### config.mk
export PLATFORM = sky130hd
export DESIGN_NAME = trap_controller
export DESIGN_NICKNAME = d
export VERILOG_FILES = /design/src/rtl/trap_pkg.sv /design/src/rtl/irq_priority_enc.sv /design/src/rtl/trap_controller.sv
export SDC_FILE = /design/constraint.sdc
export NUM_CORES = 1
export LEC_CHECK = 0
export ABC_CLOCK_PERIOD_IN_PS = 2200
export CAP_MARGIN = 20
export CORE_UTILIZATION = 49
export DETAILED_ROUTE_END_ITERATION = 6
export HOLD_SLACK_MARGIN = 0.12
export PLACE_DENSITY = 0.88
export SLEW_MARGIN = 10
export SYNTH_ARGS = -nofsm -noshare
export SYNTH_HDL_FRONTEND = slang
export SYNTH_HIERARCHICAL = 1
export SYNTH_SLANG_ARGS = --single-unit
### constraint.sdc
create_clock -name clk -period 2.2 [get_ports clk]
set_input_delay 0.44 -clock clk [delete_from_list [all_inputs] [get_ports clk]]
set_output_delay 0.44 -clock clk [all_outputs]
set_load 0.02 [all_outputs]
### src/rtl/trap_pkg.sv
// rtl/trap_pkg.sv - shared states, event kinds and exception cause codes for trap_controller
package trap_pkg;

    typedef enum logic [1:0] {
        RUN    = 2'd0,
        FLUSH  = 2'd1,
        ENTER  = 2'd2,
        RETURN = 2'd3
    } state_t;

    typedef enum logic {
        EV_TRAP = 1'b0,
        EV_MRET = 1'b1
    } ev_kind_t;

    localparam int unsigned CAUSE_ILLEGAL = 2;
    localparam int unsigned CAUSE_ECALL   = 11;

endpackage

### src/rtl/irq_priority_enc.sv
// rtl/irq_priority_enc.sv - lowest-index-wins encoder over enabled pending interrupt lines
module irq_priority_enc #(
    parameter int NUM_IRQ = 4,
    localparam int IDX_W  = (NUM_IRQ > 1) ? $clog2(NUM_IRQ) : 1
) (
    input  logic [NUM_IRQ-1:0] req,
    output logic [IDX_W-1:0]   idx,
    output logic               any
);

    // Scan high to low so the last hit, the lowest index, is what remains.
    always_comb begin
        idx = '0;
        any = |req;
        for (int i = NUM_IRQ - 1; i >= 0; i--) begin
            if (req[i]) begin
                idx = IDX_W'(i);
            end
        end
    end

endmodule

### src/rtl/trap_controller.sv
// rtl/trap_controller.sv - interrupt/exception arbitration, flush sequencing and mie/mpie; IRQ_SYNC_EN adds a 2-flop ext_int synchronizer
module trap_controller
    import trap_pkg::*;
#(
    parameter int NUM_IRQ      = 4,
    parameter int CAUSE_W      = 4,
    parameter int FLUSH_CYCLES = 2
) (
    input  logic               clk,
    input  logic               rst_n,
    input  logic [NUM_IRQ-1:0] ext_int,
    input  logic [NUM_IRQ-1:0] irq_mask,
    input  logic               inst_valid,
    input  logic               illegal,
    input  logic               ecall,
    input  logic               mret,
    input  logic               mie_we,
    input  logic               mie_wdata,
    output logic               flush,
    output logic               trap_req,
    output logic               mret_req,
    output logic [CAUSE_W-1:0] trap_cause,
    output logic               trap_is_int,
    output logic               mie,
    output logic               mpie,
    output logic               busy,
    output logic [NUM_IRQ-1:0] pending
);

    localparam int IDX_W = (NUM_IRQ > 1) ? $clog2(NUM_IRQ) : 1;
    localparam logic [2:0] FLUSH_LOAD = (FLUSH_CYCLES > 0) ? 3'(FLUSH_CYCLES - 1) : 3'd0;

    state_t             state, state_nx;
    logic [2:0]         cnt, cnt_nx;
    ev_kind_t           lat_kind;
    logic [CAUSE_W-1:0] lat_cause;
    logic               lat_int;
    logic [IDX_W-1:0]   lat_idx;

    logic [NUM_IRQ-1:0] ext_s, ext_q, rise, pend_eff, irq_req, clr, pend_nx;
    logic [IDX_W-1:0]   irq_idx, take_idx;
    logic               irq_any, take_int;

    logic               accept;
    ev_kind_t           acc_kind;
    logic [CAUSE_W-1:0] acc_cause;
    logic               acc_int;

`ifdef IRQ_SYNC_EN
    logic [NUM_IRQ-1:0] sync1, sync2;

    always_ff @(posedge clk or negedge rst_n) begin
        if (!rst_n) begin
            sync1 <= '0;
            sync2 <= '0;
        end else begin
            sync1 <= ext_int;
            sync2 <= sync1;
        end
    end

    assign ext_s = sync2;
`else
    assign ext_s = ext_int;
`endif

    // A fresh edge is arbitrated in the same cycle it is seen, not a cycle later.
    assign rise     = ext_s & ~ext_q;
    assign pend_eff = pending | rise;
    assign irq_req  = pend_eff & irq_mask;
    assign busy     = (state != RUN);

    irq_priority_enc #(.NUM_IRQ(NUM_IRQ)) u_irq_priority_enc (
        .req (irq_req),
        .idx (irq_idx),
        .any (irq_any)
    );

    always_comb begin
        accept    = 1'b0;
        acc_kind  = EV_TRAP;
        acc_cause = '0;
        acc_int   = 1'b0;
        if (state == RUN) begin
            if (mie && irq_any) begin
                accept    = 1'b1;
                acc_cause = CAUSE_W'(irq_idx);
                acc_int   = 1'b1;
            end else if (inst_valid && illegal) begin
                accept    = 1'b1;
                acc_cause = CAUSE_W'(CAUSE_ILLEGAL);
            end else if (inst_valid && ecall) begin
                accept    = 1'b1;
                acc_cause = CAUSE_W'(CAUSE_ECALL);
            end else if (inst_valid && mret) begin
                accept    = 1'b1;
                acc_kind  = EV_MRET;
            end
        end
    end

    always_comb begin
        state_nx = state;
        cnt_nx   = cnt;
        flush    = 1'b0;
        trap_req = 1'b0;
        mret_req = 1'b0;
        case (state)
            RUN: begin
                if (accept) begin
                    if (FLUSH_CYCLES == 0) begin
                        state_nx = (acc_kind == EV_MRET) ? RETURN : ENTER;
                    end else begin
                        state_nx = FLUSH;
                        cnt_nx   = FLUSH_LOAD;
                    end
                end
            end
            FLUSH: begin
                flush = 1'b1;
                if (cnt == 3'd0) begin
                    state_nx = (lat_kind == EV_MRET) ? RETURN : ENTER;
                end else begin
                    cnt_nx = cnt - 3'd1;
                end
            end
            ENTER: begin
                trap_req = 1'b1;
                state_nx = RUN;
            end
            RETURN: begin
                mret_req = 1'b1;
                state_nx = RUN;
            end
            default: state_nx = RUN;
        endcase
    end

    // With no flush the taken edge and the entry share one clock, so that edge must not survive.
    assign take_int = (state == RUN) ? acc_int : lat_int;
    assign take_idx = (state == RUN) ? irq_idx : lat_idx;

    always_comb begin
        for (int i = 0; i < NUM_IRQ; i++) begin
            clr[i] = (state_nx == ENTER) && take_int && (take_idx == IDX_W'(i));
        end
        if (state == RUN) begin
            pend_nx = pend_eff & ~clr;
        end else begin
            pend_nx = (pending & ~clr) | rise;
        end
    end

    always_ff @(posedge clk or negedge rst_n) begin
        if (!rst_n) begin
            state       <= RUN;
            cnt         <= 3'd0;
            ext_q       <= '0;
            pending     <= '0;
            lat_kind    <= EV_TRAP;
            lat_cause   <= '0;
            lat_int     <= 1'b0;
            lat_idx     <= '0;
            trap_cause  <= '0;
            trap_is_int <= 1'b0;
            mie         <= 1'b0;
            mpie        <= 1'b0;
        end else begin
            state   <= state_nx;
            cnt     <= cnt_nx;
            ext_q   <= ext_s;
            pending <= pend_nx;
            if (accept) begin
                lat_kind  <= acc_kind;
                lat_cause <= acc_cause;
                lat_int   <= acc_int;
                lat_idx   <= irq_idx;
            end
            if (state_nx == ENTER) begin
                trap_cause  <= (state == RUN) ? acc_cause : lat_cause;
                trap_is_int <= take_int;
            end
            case (state)
                RUN: begin
                    if (mie_we && !accept) begin
                        mie <= mie_wdata;
                    end
                end
                ENTER: begin
                    mpie <= mie;
                    mie  <= 1'b0;
                end
                RETURN: begin
                    mie  <= mpie;
                    mpie <= 1'b1;
                end
                default: ;
            endcase
        end
    end

endmodule

# Word level (Yosys, flattened, before mapping)
# Index checks and enable logic that the tools add are counted.
[word_totals]
regBits = 28
in_bits = 16
[op_classes]
add_sub_neg = 1
n_bitwise = 8
n_eq_ne = 10
mux = 36
n_reduce_logical = 22
[ops]
columns = ["cell", "n"]
rows = [
  ["$mux W4", 6],
  ["$mux W1", 17],
  ["$and A4 B4 Y4", 4],
  ["$mux W2", 7],
  ["$eq A2 B2 Y1 const B", 5],
  ["$logic_and A1 B1 Y1", 10],
  ["$not A4 Y4", 2],
  ["$or A4 B4 Y4", 2],
  ["$mux W3", 2],
  ["$pmux W2 S3", 1],
  ["$pmux W3 S2", 1],
  ["$reduce_bool A2 Y1", 3],
  ["$eq A2 B1 Y1 const B", 2],
  ["$logic_not A2 Y1", 2],
  ["$ne A2 B2 Y1 const B", 2],
  ["$reduce_or A4 Y1", 1],
  ["$logic_not A3 Y1", 1],
  ["$pmux W1 S3", 1],
  ["$reduce_and A3 Y1", 1],
  ["$reduce_bool A3 Y1", 1],
  ["$sub A3 B1 Y3 const B", 1],
  ["$ne A2 B1 Y1 const B", 1],
  ["$pmux W1 S2", 1],
  ["$reduce_and A2 Y1", 1],
  ["other kinds (2)", 2],
]

# Longest topological paths before layout
[logic_depth]
ltp_word = 17
mapped_depth = 9
depth_no_buf = 8

# Cells and area by module
# Netlist, hierarchy kept.
[by_module_without_submodules]
columns = ["mod", "area_each_um2", "cells_per_inst", "seq_area_each_um2", "n_inst"]
rows = [
  ["trap_controller", 1275.0, 119, 650.6, 1],
  ["irq_priority_enc", 35.0, 7, 0.0, 1],
]

# Worst setup path before layout
# OpenSTA, ideal clock, no wires.
[synth_timing]
path_kind = "in2reg"
start = "in ext_int[0]"
end = "reg lat_cause[1]"
path_buffers = 1
path_stages = 9
arrival_time_ns = 1.700
setup_ns = 0.121
t_required_ns = 2.079
path_slack_ns = 0.380
cell_sequence = "nor2b_1 nor2_1 nor2b_1 nor2_1 nand2_1 and2_1 clkbuf_1 o21ai_0 a22o_1"
[synth_via]
elab_chain_len = 7
[synth_lines]
columns = ["element", "line", "rtl"]
rows = [
  ["start, declared", "trap_controller.sv:11", "input logic [NUM_IRQ-1:0] ext_int,"],
  ["$and A4 B4 Y4 *", "trap_controller.sv:68", "assign rise = ext_s & ~ext_q;"],
  ["$or A4 B4 Y4 *", "trap_controller.sv:69", "assign pend_eff = pending | rise;"],
  ["$and A4 B4 Y4 *", "trap_controller.sv:70", "assign irq_req = pend_eff & irq_mask;"],
  ["named net irq_req[0]", "trap_controller.sv:40", "logic [NUM_IRQ-1:0] ext_s, ext_q, rise, pend_eff, irq_req, clr, pend_nx;"],
  ["$reduce_or A4 Y1 *", "irq_priority_enc.sv:14", "any = |req;"],
  ["named net irq_any", "trap_controller.sv:42", "logic irq_any, take_int;"],
  ["$logic_and A1 B1 Y1 *", "trap_controller.sv:85", "if (mie && irq_any) begin"],
  ["$mux W4 / $mux W1 (equally long branches)", "trap_controller.sv:85", ""],
  ["$mux W4 / $mux W1 (equally long branches)", "trap_controller.sv:84", "if (state == RUN) begin"],
  ["end signal, assigned", "trap_controller.sv:175", "lat_cause <= acc_cause;"],
  ["end, declared", "trap_controller.sv:36", "logic [CAUSE_W-1:0] lat_cause;"],
]
# Mark *: on every way through the listed nets, which the timed path passes. The rest lies on a longest branch.
# A chain may end at the register's enable or synchronous reset.

# Worst setup path after layout
[layout_timing]
start = "reg state[1]"
end = "out flush"
[layout_via]
elab_chain_len = 2
[layout_lines]
columns = ["element", "line", "rtl"]
rows = [
  ["start, declared", "trap_controller.sv:33", "state_t state, state_nx;"],
  ["start signal, assigned", "trap_controller.sv:169", "state <= state_nx;"],
  ["$eq A2 B1 Y1", "trap_controller.sv:108", "case (state)"],
  ["$mux W1", "trap_controller.sv:108", ""],
  ["end, declared", "trap_controller.sv:19", "output logic flush,"],
]
# No other way between the ends.

==> metrics.md <==
| Metric | Value |
|---|---|
| Maxcap violations | `0` |
| Cts bufs inserted | `3` |
| Die footprint | `about 0.0029 sq mm` |
| Filler instances | `roughly 200` |
| Crit path largest cell delay | `approximately 600 ps` |
| Routed vias/inst | `5.60` |
| HP Class | `primary input to async pin` |
| Sequence of cells on the critical path | `buf_4 > nor2_1 > clkdlybuf4s50_1` |
| Vias in the first global route | `~1100` |
| Layout area overhead | `36.2%` |
| Fin Hold WS | `460 ps` |
| Met1 Usage GRT | `a little over a quarter` |
| Routed length per placed instance | `~15 microns` |
| Worst path required time | `1760 ps` |
| Worst Path Arrival | `roughly 1700 ps` |
| Reg clk slew, reported paths | `roughly 150 ps` |
| Highest-delay cell along the critical path | `clkdlybuf4s50_1` |
| Slew Viols, Final | `0` |
| Inserted Diodes | `0` |
| YS warnings | `6` |
| Final wirelength | `approximately 3.0 mm` |
| Critical Path End Type | `output port` |
| Register area share after synthesis | `approximately half` |
| Initial Utilization | `between 50 and 60%` |
| Total Nets Final | `190` |
| Clock Latency Late Sink | `around 330 ps` |
| Final period util | `between 90% and 100%` |
| Worst R2R Setup Slack | `around 360 ps` |
| Root Driver | `clkbuf_4` |
| GRT met3 Usage | `2.54%` |
| Tmin final | `2130 ps` |
| Core area | `approximately 0.0025 sq mm` |
| Initial DRT Pass Iterations | `4` |
| Worst setup path category | `register to output port` |
| Final antenna-violating net count | `0` |
| Post-Syn Nets | `~140` |
| Outcome | `finished clean` |
| Mean Syn Cell Area | `between 10 and 15 sq um` |
| Initial antenna violation count | `0` |
| Final setup vio count | `0` |
| Largest net degree at the start of global routing | `27` |
| Fin. Hold Viols | `0` |
| Achievable frequency | `around 0.47 GHz` |
| # IOs | `31` |
| Synth unique cells | `34` |
| DRC Markers | `0` |
| Global route hottest layer | `met2` |
| Final Power | `~0.0022 W` |
| Yosys reg bits | `26` |
| Most frequent cells in the layout | `clkdlybuf4s50_1, dfrtp_1, buf_4` |
| Crit start category | `register` |
| Dpl hpwl | `2.30 mm` |
| # port buffers | `29` |
| CTS Sinks | `26` |
| TritonCTS clock tree | `done` |
| Initial DRC Count | `28` |
| Unrepaired setup endpoints after global routing | `false` |
| Grt ovf | `0` |
| Synth Cell Area | `between 0.001 and 0.0015 sq mm` |
| Setup TNS Final | `0 ps` |
| GR Layer Usage met2 | `between 40% and 50%` |
| Rows | `18` |
| Syn Inst Count | `~130` |
| Most common cell after layout, fill and taps aside | `clkdlybuf4s50_1` |
| Setup Skew | `14.3 ps` |
| H-Tree Depth | `1` |
| Clock Path Buffers | `2` |
| Total number of vias | `roughly 1100` |
| Pwr per Cell Area | `about 1200 mW/mm^2` |
| Pleak | `between 0.7 and 0.8 nW` |
| DIE HEIGHT | `53.7 microns` |
| Die width | `about 54 microns` |
| VDD IR max | `between 0.0009 and 0.001 V` |
| CTS Hold Bufs | `0` |
| Share of cells above drive strength 1 | `21.6%` |
| GP Congestion | `0.833` |
| Tot GR Track Use | `a little under a quarter` |
| Crit path max fanout | `8` |
| First-pass GRT wire length | `just under 5 mm` |
synth_stat cells, drive strengths merged:
| cell type | count | area [sq um] |
|---|---|---|
| clkbuf | 3 | 12.5 |
| nand2 | 4 | 15.0 |
| nor2 | 13 | 65.1 |
| inv | 9 | 33.8 |
| o22ai | 3 | 18.8 |
| o21ai | 3 | 15.0 |
| o22a | 1 | 8.76 |
| o31a | 2 | 17.5 |
| and4bb | 1 | 12.5 |
| a21oi | 7 | 42.5 |
| dfrtp | 26 | 651 |
| o32ai | 2 | 17.5 |
| a221o | 1 | 10.0 |
| or3 | 1 | 6.26 |
| ha | 2 | 25.0 |
| mux2 | 8 | 90.1 |
| nor3b | 3 | 22.5 |
| nand3 | 1 | 5.00 |
| and2 | 2 | 12.5 |
| nor2b | 9 | 56.3 |
| o31ai | 3 | 22.5 |
| buf | 2 | 12.5 |
| conb | 1 | 3.75 |
| a22o | 3 | 26.3 |
| o311a | 1 | 10.0 |
| mux2i | 1 | 10.0 |
| nor3 | 6 | 30.0 |
| nand2b | 2 | 20.0 |
| a31oi | 6 | 37.5 |
worst max-delay path: cells and delay by family (launching register included):
family,cells,cell delay [ps]
buffers and inverters,2,790
flip-flops,1,510
AND/OR/NAND/NOR,1,80
final timing paths:
check	start	endpoint	cells after the start
worst max-delay path	state[1]$_DFF_PN0_	flush	3
worst min-delay path	rst_n	ext_q[0]$_DFF_PN0_	2
worst max register to register	ext_q[1]$_DFF_PN0_	lat_idx[1]$_DFFE_PN0P_	8
worst min register to register	lat_cause[1]$_DFFE_PN0P_	lat_cause[1]$_DFFE_PN0P_	1
max in group asynchronous	rst_n	state[1]$_DFF_PN0_	2
min in group clk	lat_cause[1]$_DFFE_PN0P_	lat_cause[1]$_DFFE_PN0P_	1
through the flow:
step | area [sq um] | utilization [%] | setup WS, ps | std cells
CTS | 1780 | 71.1 | 47.6 | 201
floorplan | 1310 | - | 380 | 126
finish | 1780 | 71.4 | 65.0 | 201
global placement | 1730 | 69.0 | -104 | 195
detailed placement | 1730 | 69.0 | -182 | 195
global route | 1780 | 71.4 | 5.41 | 201
cells by family (layout without fill, tap and decap cells):
| group | count (synthesis) | count (layout) | share of synthesized area, % |
|---|---|---|---|
| AO/OA/AOI/OAI | 32 | 32 | 17.3 |
| adder cells (fa/ha/maj) | 2 | 2 | 1.91 |
| buffers and inverters | 14 | 59 | 4.49 |
| flip-flops | 26 | 26 | 49.7 |
| multiplexers | 9 | 9 | 7.64 |
| other | 1 | 1 | 0.286 |
| AND/OR/NAND/NOR | 42 | 42 | 18.7 |
flip-flops by register name, summed over array words and instances (netlist names):
name         cells
mie              1
lat_cause        3
lat_int          1
lat_idx          2
mpie             1
trap_is_int      1
ext_q            4
cnt              3
trap_cause       3
pending          4
state            2
lat_kind         1
what timing repair did:
item | CTS | global route
gates resized for setup | 3 | 3
pin swaps | 0 | 1
gates cloned | 0 | 0
endpoints found under the setup margin | 3 | 6
setup buffers | 2 | 0
layout make-up:
type                       count  area, sq um  share of cell area [%]
sequential                    26          653                    36.6
multi-input combinational     86          604                    33.9
timing repair buffer          46          419                    23.5
tap                           30         37.5                    2.10
clock buffer                   4         36.3                    2.03
inverter                       9         33.8                    1.89
per-layer routing:
| metal | up-vias | part of all wire, % |
|---|---|---|
| li1 | 540 | - |
| met1 | 539 | 41 |
| met2 | 41 | 53 |
| met3 | 6 | 5.1 |
| met4 | 0 | 1.7 |
| met5 | - | 0 |
report_power, final:
group	switching, W	internal [W]	leakage (nW)
clock	0.000142	0.000101	0.0210
sequential	0.000141	0.000650	0.303
combinational	0.000585	0.000598	0.459
total	0.000868	0.00135	0.782
Power figures use the tool's default switching activity.
